File: config.mk
export PLATFORM = sky130hd
export DESIGN_NAME = uart_tx_framer
export DESIGN_NICKNAME = d
export VERILOG_FILES = /design/src/rtl/uart_pkg.sv /design/src/rtl/uart_baud_timer.sv /design/src/rtl/uart_tx_framer.sv
export SDC_FILE = /design/constraint.sdc
export NUM_CORES = 1
export LEC_CHECK = 0
export BUFFER_PORTS_ARGS = -buffer_cell sky130_fd_sc_hd__buf_2
export CORE_MARGIN = 10
export CORE_UTILIZATION = 50
export CTS_CLUSTER_DIAMETER = 80
export DETAILED_ROUTE_END_ITERATION = 7
export GPL_TIMING_DRIVEN = 0
export PLACE_DENSITY_LB_ADDON = 0.15
export REMOVE_ABC_BUFFERS = 1
export SLEW_MARGIN = 20
export SYNTH_ARGS = -nofsm -noshare
export SYNTH_HDL_FRONTEND = slang
export SYNTH_SLANG_ARGS = --single-unit
File: constraint.sdc
create_clock -name clk -period 1.94 [get_ports clk]
set_clock_uncertainty 0.2 [all_clocks]
set_input_delay 0.194 -clock clk [delete_from_list [all_inputs] [get_ports clk]]
set_output_delay 0.194 -clock clk [all_outputs]
set_load 0.005 [all_outputs]
File: src/rtl/uart_pkg.sv
// Shared types for the UART transmit path: framer FSM states and parity modes.
package uart_pkg;

  typedef enum logic [2:0] {IDLE, START, DATA, PARITY, STOP} state_t;

  typedef enum logic [1:0] {PAR_NONE, PAR_EVEN, PAR_ODD, PAR_RSVD} parity_mode_t;

  // The reserved encoding behaves like "no parity".
  function automatic logic parity_enabled(input parity_mode_t mode);
    return (mode == PAR_EVEN) || (mode == PAR_ODD);
  endfunction

endpackage

File: src/rtl/uart_baud_timer.sv
// Bit-time counter: counts 0..CLKS_PER_BIT-1 while enabled and flags the last
// cycle of each serial bit with tick.
module uart_baud_timer #(
  parameter int CLKS_PER_BIT = 16
) (
  input  logic clk,
  input  logic reset,
  input  logic clear,
  input  logic en,
  output logic tick
);

  // A single-cycle bit still needs a one-bit counter that simply stays at 0.
  localparam int CW = (CLKS_PER_BIT > 1) ? $clog2(CLKS_PER_BIT) : 1;
  localparam logic [CW-1:0] LAST = CW'(CLKS_PER_BIT - 1);

  logic [CW-1:0] count;

  always_ff @(posedge clk) begin
    if (reset || clear) begin
      count <= '0;
    end else if (en) begin
      if (count == LAST) begin
        count <= '0;
      end else begin
        count <= count + CW'(1);
      end
    end
  end

  assign tick = en && (count == LAST);

endmodule

File: src/rtl/uart_tx_framer.sv
// UART transmit framer: start bit, DATA_W data bits LSB-first, optional parity,
// one or two stop bits, each held for CLKS_PER_BIT clocks.
module uart_tx_framer
  import uart_pkg::*;
#(
  parameter int DATA_W       = 8,
  parameter int CLKS_PER_BIT = 16
) (
  input  logic              clk,
  input  logic              reset,
  input  logic              valid,
  input  logic [DATA_W-1:0] data,
  input  logic [1:0]        parity_mode,
  input  logic              stop2,
  output logic              ready,
  output logic              tx,
  output logic              busy,
  output logic              done
);

  localparam int IW = $clog2(DATA_W);
  localparam logic [IW-1:0] LAST_BIT = IW'(DATA_W - 1);

  state_t            state, next_state;
  logic [DATA_W-1:0] shreg;
  logic [IW-1:0]     bit_idx;
  logic              par_bit, par_en, stop2_q;
  logic              tick, accept;
  logic              tx_next, done_next;

  assign ready  = (state == IDLE) && !reset;
  assign busy   = (state != IDLE);
  assign accept = valid && ready;

  uart_baud_timer #(.CLKS_PER_BIT(CLKS_PER_BIT)) u_baud (
    .clk   (clk),
    .reset (reset),
    .clear (accept),
    .en    (busy),
    .tick  (tick)
  );

  // tx and done are registered alongside the state so the line never glitches.
  always_ff @(posedge clk) begin
    if (reset) begin
      state <= IDLE;
      tx    <= 1'b1;
      done  <= 1'b0;
    end else begin
      state <= next_state;
      tx    <= tx_next;
      done  <= done_next;
    end
  end

  always_comb begin
    next_state = state;
    tx_next    = tx;
    done_next  = 1'b0;
    case (state)
      IDLE: begin
        tx_next = 1'b1;
        if (accept) begin
          next_state = START;
          tx_next    = 1'b0;
        end
      end
      START: if (tick) begin
        next_state = DATA;
        tx_next    = shreg[0];
      end
      // shreg shifts on the same edge, so the next bit is currently at index 1.
      DATA: if (tick) begin
        if (bit_idx == LAST_BIT) begin
          if (par_en) begin
            next_state = PARITY;
            tx_next    = par_bit;
          end else begin
            next_state = STOP;
            tx_next    = 1'b1;
          end
        end else begin
          tx_next = shreg[1];
        end
      end
      PARITY: if (tick) begin
        next_state = STOP;
        tx_next    = 1'b1;
      end
      STOP: if (tick && (!stop2_q || bit_idx[0])) begin
        next_state = IDLE;
        done_next  = 1'b1;
      end
      default: next_state = IDLE;
    endcase
  end

  // Frame settings are frozen at accept; later input changes are ignored.
  always_ff @(posedge clk) begin
    if (reset) begin
      shreg   <= '0;
      bit_idx <= '0;
      par_bit <= 1'b0;
      par_en  <= 1'b0;
      stop2_q <= 1'b0;
    end else if (accept) begin
      shreg   <= data;
      bit_idx <= '0;
      par_bit <= (^data) ^ (parity_mode_t'(parity_mode) == PAR_ODD);
      par_en  <= parity_enabled(parity_mode_t'(parity_mode));
      stop2_q <= stop2;
    end else if (tick) begin
      case (state)
        DATA: begin
          if (bit_idx == LAST_BIT) begin
            bit_idx <= '0;
          end else begin
            bit_idx <= bit_idx + IW'(1);
            shreg   <= shreg >> 1;
          end
        end
        STOP:    bit_idx <= bit_idx + IW'(1);
        default: ;
      endcase
    end
  end

endmodule

==> results.json <==
{
  "num_rows": 18,
  "viasPerCell": 5.88,
  "cpMaxStageDelayCell": "dfxtp_1",
  "grt_max_degree": 27,
  "leakage_nw": 0.563,
  "yosys.area.top_type": "dfxtp_1",
  "synth_warnings": 0,
  "power_density_nw_per_um2": 605,
  "synth_cell_type_count": 38,
  "core-area_um2": 2480,
  "die_w_um": 70.9,
  "synth_area_leaders": "dfxtp_1 (36%), mux2i_1 (7.7%), a21oi_1 (7.0%)",
  "syn_area_um2": 1290,
  "cp-end-kind": "flop",
  "crit_fanout": 6,
  "grt_pass1_wl_mm": 4.95,
  "status": "finished, final reports clean",
  "required_ns": 1.98,
  "hold_viol_final": 0,
  "area_delta_synth_final_pct": 20.0,
  "path_clk_slew_ns": 0.13,
  "grt_usage_pct": 11.4,
  "portBuffers": 17,
  "drive_gt1_share_pct": 30.0,
  "ys_async_sr_fraction_pct": 0,
  "final_nets": 179,
  "grt_setup_unrepaired": "false",
  "cts_made_buffers": 3,
  "power.switching_mw": 0.266,
  "critPathLaunchType": "flop",
  "setup_viol": 0,
  "drtIter0Drc": 86,
  "finalCritPeriodShare_pct": 94.3,
  "fmax_ghz": 0.547,
  "cts_tree": "done",
  "worst_pin_slew_ns": 0.589,
  "die_y_um": 70.9,
  "arrival_ns": 1.86,
  "path_cells": "ha_4 -> ha_4 -> nand2b_4 -> o22ai_4 -> clkbuf_16 -> a21oi_1 -> a311oi_1",
  "whs_ns": 0.0312,
  "ys_ff_latch": 23,
  "drv_slew": 0,
  "clock-sinks": 23,
  "path_depth": 7,
  "syn_inst": 140,
  "hold_depth": 4,
  "vdd_drop_max_uv": 672,
  "root_buffer": "clkbuf_4",
  "grt_overflow_total": 0,
  "synth-edff-count": 0,
  "power_frac_seq_pct": 55.4,
  "grt_pass1_vias": 1077,
  "dp_hpwl_mm": 1.97,
  "cap_viol_max_count": 0,
  "crit_family": "compound AO/OA/AOI/OAI gates",
  "diodes": 0,
  "min_path_type": "in2reg",
  "wire_per_inst_um": 15.7,
  "power_frac_comb_pct": 20.5,
  "n_fill_cell": 221,
  "start_util_pct": 52.2,
  "period_minus_slack_ns": 1.83,
  "synth-main-ff-cell": "dfxtp_1",
  "insertion_delay_ns": 0.32,
  "synth-seq-area-share_pct": 35.6,
  "num_io_pins": 18,
  "relSlewSlack_pct": 60.7,
  "dieArea_um2": 5020,
  "dr.pass1.iters": 4,
  "cp_common_cell": "ha_4",
  "sw_frac_of_total_pct": 28.3,
  "critical_path_class": "reg2reg",
  "routed_wirelength_mm": 2.98,
  "path_buf_inv": 1,
  "gp_congestion": 0.759,
  "avgSynthCellArea_um2": 9.24,
  "post-place-ws_ns": -0.271,
  "slowest_delay_ns": 0.37,
  "drc_errors": 0,
  "power.internal_mw": 0.673,
  "clkPwrFrac_pct": 24.1,
  "cts_max_level": 1,
  "antenna_found_initial": 0,
  "worst_slack_ns": 0.111,
  "num_vias": 1118,
  "ant_nets": 0,
  "clk_path_buf_depth": 2,
  "ff2ff_path_depth": 7,
  "synthDominantCellAreaShare_pct": 35.6
}
## cells in the final DEF (no fill, tap or decap), types with 2 or more instances in the layout
cell and instances:
buf_4 3, o21ai_0 7, inv_1 2, a211oi_1 2
nand3b_1 4, or3_1 2, ha_4 2, a311oi_1 6
mux2i_1 10, nand2b_1 3, dfxtp_1 17, nand3_1 2
nor3_1 5, or3b_2 2, xor2_1 2, buf_2 17
and3_1 3, nor2_1 7, nor2b_1 2, dlygate4sd3_1 3
dfxtp_2 6, xnor2_1 5, nand2_1 4, clkbuf_4 3
a21oi_1 18
## tightest hold or removal path, delay by kind of cell
family / cells / cell delay (ns)
buffers and inverters: 2 / 0.13
AO/OA/AOI/OAI: 1 / 0.05
adder cells (fa/ha/maj): 1 / 0.12
## cell families after synthesis
group / Yosys count / share of synthesized area (%)
multiplexers: 10 / 7.74
XOR/XNOR: 8 / 6.48
flip-flops: 23 / 35.6
AO/OA/AOI/OAI: 41 / 20.7
AND/OR/NAND/NOR: 42 / 20.1
buffers and inverters: 12 / 5.51
adder cells (fa/ha/maj): 4 / 3.87
## cells in the mapped netlist, drive strengths merged (2+ instances only)
| library cell | instances |
|---|---|
| and3 | 3 |
| xor2 | 2 |
| nor3 | 7 |
| nand2b | 5 |
| clkbuf | 5 |
| a211oi | 2 |
| or3 | 2 |
| nor2 | 9 |
| dfxtp | 23 |
| buf | 4 |
| a21oi | 18 |
| nand2 | 4 |
| nor2b | 2 |
| inv | 3 |
| mux2i | 10 |
| a311oi | 7 |
| nand3 | 3 |
| or3b | 2 |
| o21ai | 7 |
| ha | 4 |
| nand3b | 4 |
| xnor2 | 5 |
## stage by stage
step	area, µm²	setup TNS (ns)	instances	utilization (%)	total power, mW
floorplan	1240	-0.00294	131	-	0.642
global placement	1360	-1.38	178	54.8	0.691
detailed placement	1360	-2.16	178	54.8	0.697
CTS	1470	0	188	59.3	0.934
global route	1550	0	190	62.7	0.991
finish	1550	0	190	62.7	0.940
## worst paths after layout
check	start	endpoint	slack (ns)
setup / recovery	bit_idx[1]$_SDFFE_PP0P_	shreg[1]$_SDFFE_PP0P_	0.11
hold / removal	parity_mode[0]	par_en$_SDFFE_PP0N_	0.03
setup reg to reg	bit_idx[1]$_SDFFE_PP0P_	shreg[1]$_SDFFE_PP0P_	0.11
hold reg to reg	tx$_SDFFE_PP1P_	tx$_SDFFE_PP1P_	0.29
## per-layer routing
metal / vias to the layer above / global-route usage (%) / share of wire (%)
met5: - / 0 / 0
met4: 0 / 2.80 / 1.2
met3: 4 / 4.32 / 4.7
met2: 21 / 18.7 / 48
met1: 533 / 13.8 / 46
li1: 560 / - / -
## sequential cells by signal, summed over array words and instances, names as in the netlist
| register | count |
|---|---|
| bit_idx | 3 |
| done | 1 |
| par_bit | 1 |
| par_en | 1 |
| shreg | 8 |
| state | 3 |
| stop2_q | 1 |
| tx | 1 |
| u_baud.count | 4 |
## repair_timing
| item | 4_1_cts | 5_1_grt |
|---|---|---|
| cloned | 0 | 1 |
| setup endpoints to repair | 11 | 14 |
| pin swaps | 4 | 5 |
| gates resized for setup | 5 | 12 |
| endpoints found under the hold margin | 3 | 0 |
| hold buffers | 3 | 0 |
| buffers inserted | 3 | 1 |
## power groups by stage
stage                     registers (mW)  logic [mW]  clock network, mW
final                              0.520       0.193              0.226
after global routing               0.524       0.214              0.253
after CTS                          0.518       0.184              0.232
after detailed placement           0.528       0.169                  0
after global placement             0.527       0.164                  0
after floorplan                    0.523       0.119                  0
## final cells by class
class | instances | area [µm²] | area share [%]
clock buffers | 3 | 22.5 | 1.45
clock inverters | 1 | 5.00 | 0.322
inverters | 3 | 13.8 | 0.886
multi-input cells | 105 | 823 | 53.0
flip-flops and latches | 23 | 468 | 30.1
well taps | 30 | 37.5 | 2.42
repair buffers | 25 | 183 | 11.8
(Power assumes the default switching activity.)
